### src/rtl/ssd_scan_driver.sv
// Time-multiplexed scan driver for a 4-digit common-anode seven-segment display.
// Frame data is snapshotted once per frame so a changing marquee never tears mid-scan.
module ssd_scan_driver #(
    parameter int SCAN_DIV     = 40000,
    parameter int BLANK_CYCLES = 400
) (
    input  logic       clk,
    input  logic       rst,
    input  logic [3:0] code0,
    input  logic [3:0] code1,
    input  logic [3:0] code2,
    input  logic [3:0] code3,
    input  logic [3:0] dp_mask,
    input  logic       en,
    output logic [3:0] ssd_ctl,
    output logic [7:0] segs,
    output logic       frame_done
);

    localparam logic [15:0] CNT_LAST  = 16'(SCAN_DIV - 1);
    localparam logic [15:0] CNT_BLANK = 16'(BLANK_CYCLES);

    logic [15:0] cnt;
    logic [1:0]  idx;
    logic [3:0]  snap_code [4];
    logic [3:0]  snap_dp;
    logic [3:0]  code_in [4];
    logic        frame_start;

    assign code_in[0]  = code0;
    assign code_in[1]  = code1;
    assign code_in[2]  = code2;
    assign code_in[3]  = code3;
    assign frame_start = en && (idx == 2'd0) && (cnt == 16'd0);

    // Lit segments {a,b,c,d,e,f,g}, active high.
    function automatic logic [6:0] seg_lit(input logic [3:0] c);
        logic [6:0] s;
        s = 7'b0000000;
        case (c)
            4'd0:  s = 7'b1110111;
            4'd1:  s = 7'b1001110;
            4'd2:  s = 7'b1001111;
            4'd3:  s = 7'b1000111;
            4'd4:  s = 7'b1011110;
            4'd5:  s = 7'b0110111;
            4'd6:  s = 7'b0000110;
            4'd7:  s = 7'b0001110;
            4'd8:  s = 7'b1100111;
            4'd9:  s = 7'b0000101;
            4'd10: s = 7'b1011011;
            4'd11: s = 7'b0001111;
            4'd12: s = 7'b0111110;
            4'd13: s = 7'b1111110;
            4'd14: s = 7'b0000001;
            default: s = 7'b0000000;
        endcase
        return s;
    endfunction

    always_ff @(posedge clk or posedge rst) begin
        if (rst) begin
            cnt     <= 16'd0;
            idx     <= 2'd0;
            snap_dp <= 4'd0;
            for (int i = 0; i < 4; i++) snap_code[i] <= 4'hF;
        end else if (en) begin
            if (cnt == CNT_LAST) begin
                cnt <= 16'd0;
                idx <= idx + 2'd1;
            end else begin
                cnt <= cnt + 16'd1;
            end
            if (frame_start) begin
                snap_dp <= dp_mask;
                for (int i = 0; i < 4; i++) snap_code[i] <= code_in[i];
            end
        end
    end

    // Outputs use the pre-load snapshot; the slot-0 blank window hides the swap.
    always_ff @(posedge clk or posedge rst) begin
        if (rst) begin
            ssd_ctl    <= 4'b1111;
            segs       <= 8'hFF;
            frame_done <= 1'b0;
        end else begin
            frame_done <= frame_start;
            if (!en || (cnt < CNT_BLANK)) begin
                ssd_ctl <= 4'b1111;
                segs    <= 8'hFF;
            end else begin
                ssd_ctl <= ~(4'b1000 >> idx);
                segs    <= ~{seg_lit(snap_code[idx]), snap_dp[idx]};
            end
        end
    end

endmodule

### config.mk
export PLATFORM = sky130hd
export DESIGN_NAME = ssd_scan_driver
export DESIGN_NICKNAME = d
export VERILOG_FILES = /design/src/rtl/ssd_scan_driver.sv
export SDC_FILE = /design/constraint.sdc
export NUM_CORES = 1
export LEC_CHECK = 0
export ABC_AREA = 1
export CELL_PAD_IN_SITES_DETAIL_PLACEMENT = 1
export CELL_PAD_IN_SITES_GLOBAL_PLACEMENT = 1
export CORE_ASPECT_RATIO = 1.5
export CORE_UTILIZATION = 40
export CTS_CLUSTER_DIAMETER = 30
export DETAILED_ROUTE_END_ITERATION = 8
export PLACE_DENSITY_LB_ADDON = 0.08
export SLEW_MARGIN = 20
export SYNTH_ARGS = -nofsm -noshare
export SYNTH_HDL_FRONTEND = slang
export SYNTH_SLANG_ARGS = --single-unit
### constraint.sdc
create_clock -name clk -period 2.78 [get_ports clk]
set_clock_uncertainty 0.15 [all_clocks]
set_input_delay 0.834 -clock clk [delete_from_list [all_inputs] [get_ports clk]]
set_output_delay 0.834 -clock clk [all_outputs]
set_load 0.1 [all_outputs]
; ---- Word-level counts from Yosys, hierarchy flattened
; Memory sizes are Yosys's and may differ from the RTL's.
; Index checks and enable logic that the tools add are counted.
[op_classes]
n_reduce_logical = 8
addsub = 2
eq_ne = 1
n_shift = 1
bitwise = 3
n_mux = 9
order_cmp = 3
[ops]
columns = cell, count
row1 = adder 16 x 1 -> 16 bit (second input constant), 1
row2 = equality test 16 bit (second input constant), 1
row3 = zero test 16 bit, 1
row4 = less-than comparator 16 x 9 -> 1 bit (second input constant), 1
row5 = 2-to-1 mux 16 bit, 1
row6 = 2-to-1 mux 4 bit, 3
row7 = binary-select mux 4 bit (select 2 bit), 1
row8 = 2-to-1 mux 8 bit, 1
row9 = NOT 8 bit, 1
row10 = 2-to-1 mux 7 bit, 1
row11 = NOT 4 bit, 1
row12 = AND reduction 2 bit, 2
row13 = >> shifter 4 x 2 -> 4 bit (first input constant), 1
row14 = >= comparator 3 bit (second input constant), 1
row15 = less-than comparator 2 x 3 -> 1 bit (second input constant), 1
row16 = NOT 2 -> 3 bit, 1
row17 = adder 2 x 1 -> 2 bit (second input constant), 1
row18 = binary-select mux 1 bit (select 2 bit), 1
row19 = logical AND 1 bit, 2
row20 = zero test 2 bit, 1
row21 = zero test 1 bit, 1
row22 = logical OR 1 bit, 1
row23 = 2-to-1 mux 1 bit, 1
[word_totals]
romBits = 112
ff_bits = 51
memories = 1
inputBits = 23
wordCells = 38
out_inout_bits = 13
[memory_table]
columns = memory, words, width, read_ports, rd_clocked_by_memory_dff, write_ports, line_no
row1 = (no name shown), 16, 7, 1, 0, 0, 40  ; case (c)

; ---- Depth between registers and ports, before layout
; An unclocked memory read counts as a cell.
[logic_depth]
depth_word = 8
mapped_depth = 13
mapped_depth_nobuf = 12

; ---- Least setup slack after synthesis
; OpenSTA, ideal clock, no wires.
[synth_timing]
path_kind = flip-flop to output port
from = register frame_done
to = output port frame_done
t_required_ps = 1796
arrival_time_ps = 883
path_slack_ps = 913
path_stages_with_launch = 1
n_path_buf = 0
path_cell_list = dfrtp_1
[synth_rtl]
columns = item, line_no
row1 = "start, declared", 17  ; output logic frame_done
row2 = "start signal, assigned", 88  ; frame_done <= frame_start;
; No word-level cell between the ends.

==> impl_results.md <==
* Max incr delay on CP at 0.53 ns
* VDD IR max at 0.000288 V
* Die area at 7200 um2
* Crit path max-delay family: simple AND/OR/NAND/NOR gates
* Post-CTS setup buffers at 0
* Final instance area at 3270 um2
* CTS buffer count at 5
* Setup violators final at 0
* Critical path's slowest cell: clkdlybuf4s50_1
* Worst Hold Class: reg2reg
* Slew margin rel. at 73.1%
* Placed Instances at 461
* Synth async-reset ratio at 100%
* Area leader, netlist: dfstp_2
* Vias in the first global route at 2453
* DRC violations left at 0
* TritonCTS clock tree: yes
* Pwr Density at 549 nW/um2
* IO Port Bufs at 35
* Startpoint class of the critical path: input pin
* Total track usage at 20.3%
* Num ports at 36
* 1st-iter DRT viols at 85
* Main synth FF type: dfstp_2
* EDFF count, synth at 0
* Diode count at 0
* Post-route ant nets at 0
* Nets at 427
* Status: complete, no violations
* Crit Path Category: in2reg
* Drt first pass iters at 4
* Setup_tns at 0 ns
* Initial Util at 41.7%
* Most used cell, CP: nor2_1
* Avg Inst Size Synth at 7.78 um2
* Largest net degree at the start of global routing at 38
* Final worst path period share at 82.5%
* Fin. max-slew vios at 0
* Worst skew pair latency at 0.30 ns
* Die height at 103 um
* Root Buffer: clkbuf_8
* Clock sink count at 51
* Crit-path max FO at 4
* Filler instances at 822
* Worst Path Buf+Inv at 2
* Max-cap check violation count at 0
* Cell area after synthesis at 2750 um2
* Worst Path Required at 2.83 ns
* Seq/Total Area, Yosys at 47.8%
* Most numerous cell in the Yosys netlist: nand2_1
* Worst-path clk slew at 0.09 ns
* Wirelength per Cell at 14.3 um
* Std-Cell Rows at 36
* Finished Layout Cells at 469
* Final Wtd Congestion at 0.843
* Final Hold Viols at 0
* Syn Inst Count at 353
* Initial antenna violation count at 0
* Number of gates resized after cts at 0
* Cell Area, Placed at 3130 um2
* Leak Pwr at 1.63 nW
* Share of the synthesized area in the top cell type at 26.8%
* Post-detail-place hpwl at 5150 um
* Main area contributors after synthesis: dfstp_2 (27%), dfrtp_1 (21%), nand2_1 (19%), ha_1 (5.5%), nand3_1 (5.1%)
* Achievable Freq at 436 MHz
* Share of cells above drive strength 1 at 17.6%
* Worst slew pin tran at 0.402 ns
* CORE AREA at 6580 um2
* Post-layout min period at 2.29 ns
* Synthesized flop and latch total at 51
* Syn_nets at 388
* Die width at 69.6 um
* Worst EP arrival at 2.34 ns
* Via count at 2313
* CTS H-tree depth at 2
* Yosys warnings at 0
* Sequence of cells on the critical path: clkdlybuf4s50_1 > nand2_1 > nor2_1 > inv_1 > nor2_1 > nand4_1 > nand2_1 > nor2_1
* Synth unique cells at 24
* First-pass GRT wire length at 11400 um
* DRT Wirelength at 6710 um
* CTS Hold Bufs at 0
* RSZ-0062 raised after global routing: no
* Via density at 4.93
* Clk buf depth at 2
* Area growth from synthesis to final layout at 19.0%
* Worst R2R Setup Slack at 0.68 ns
* Top post-synthesis cells by count: nand2_1 (136), inv_1 (36), nor2_1 (33)
* Tot Pwr at 1.79 mW
* Element type at the critical path end: flip-flop
* GRT overflow at 0
[worst paths after layout]
check	startpoint	endpoint	cells past startpoint
setup / recovery	en	cnt[11]	8
hold / removal	snap_code[11]	snap_code[11]	2
setup reg to reg	idx[0]	segs[6]	11
hold reg to reg	snap_code[11]	snap_code[11]	2
max in group asynchronous	rst	segs[5]	3
min in group asynchronous	rst	cnt[2]	2
[routing by layer]
metal  part of all wire (%)  vias up  GRT usage, %
li1                       -     1164             -
met1                     38     1108          19.8
met2                     58       29          43.2
met3                    1.9       12          2.42
met4                    2.6        0          7.54
met5                      0        -             0
[metrics by stage]
| step | hold WS (ns) | setup slack [ns] | utilization [%] |
|---|---|---|---|
| 6_report | 0.321 | 0.487 | 49.7 |
| 5_1_grt | 0.339 | 0.358 | 49.7 |
| 4_1_cts | 0.327 | 0.506 | 49.7 |
| 3_5_place_dp | 0.310 | 0.177 | 47.7 |
| 3_3_place_gp | 0.306 | 0.202 | 47.7 |
| 2_1_floorplan | 0.294 | 0.613 | - |
[placed cells by master, fill, tap and decap left out]
master           synthesis  routed
xnor2_1                  1       1
nand2_1                136     136
clkbuf_8                 0       5
a32oi_1                  1       1
a21oi_1                  1       1
o22ai_1                  1       1
inv_2                    6       7
dfstp_2                 28      28
o21ai_1                  2       2
nand4_1                  4       4
ha_1                    12      12
bufinv_16                0       2
nand2_2                  6       6
nor3b_2                  1       1
nor2_2                   3       3
o21ai_0                 10      10
dfrtp_1                 23      23
clkdlybuf4s50_1          0      22
nor3_1                   4       4
nor2_1                  33      33
xor2_1                   6       6
buf_4                    0      16
buf_12                   0       1
o21bai_1                 2       2
clkbuf_1                 0       1
nand3_1                 28      28
nand3b_1                 2       2
inv_1                   36      35
[logic make-up after synthesis]
family,synth area share (%)
AOI/OAI and AO/OA,3.46
xor gates and xnor gates,2.23
adders and majority gates,5.47
buffers and inverters,8.16
DFF,47.8
and+or+nand+nor,32.9
[flip-flops by register name, indices dropped and copies added, names as in the netlist]
register and flops:
cnt 16, snap_code 16, segs 8, snap_dp 4, ssd_ctl 4, idx 2
frame_done 1
[area by class of cell]
type	instances	area (um2)	share of cell area, %
clock inverters	2	60.1	1.84
multi-input cells	253	1210	37.0
clock buffers	6	72.6	2.22
well taps	76	95.1	2.91
flip-flops and latches	51	1310	40.1
repair buffers	39	360	11.0
inverters	42	158	4.83
[where the power goes]
group,switching (mW),total (mW),internal [mW],leakage [nW]
registers,0.0775,0.880,0.803,0.572
clock network,0.243,0.603,0.360,0.0654
logic,0.202,0.311,0.109,0.995
[worst reg2reg max path, cell delays in order (launching register included)]
cell	delay, ns
dfrtp_1	0.48
inv_2	0.24
nand2_1	0.09
nand2_1	0.09
nand2_1	0.07
nand2_1	0.13
inv_1	0.11
ha_1	0.19
nand3b_1	0.23
nand2_1	0.13
nand2_1	0.06
nand3_1	0.07
Power figures use the tool's default switching activity.
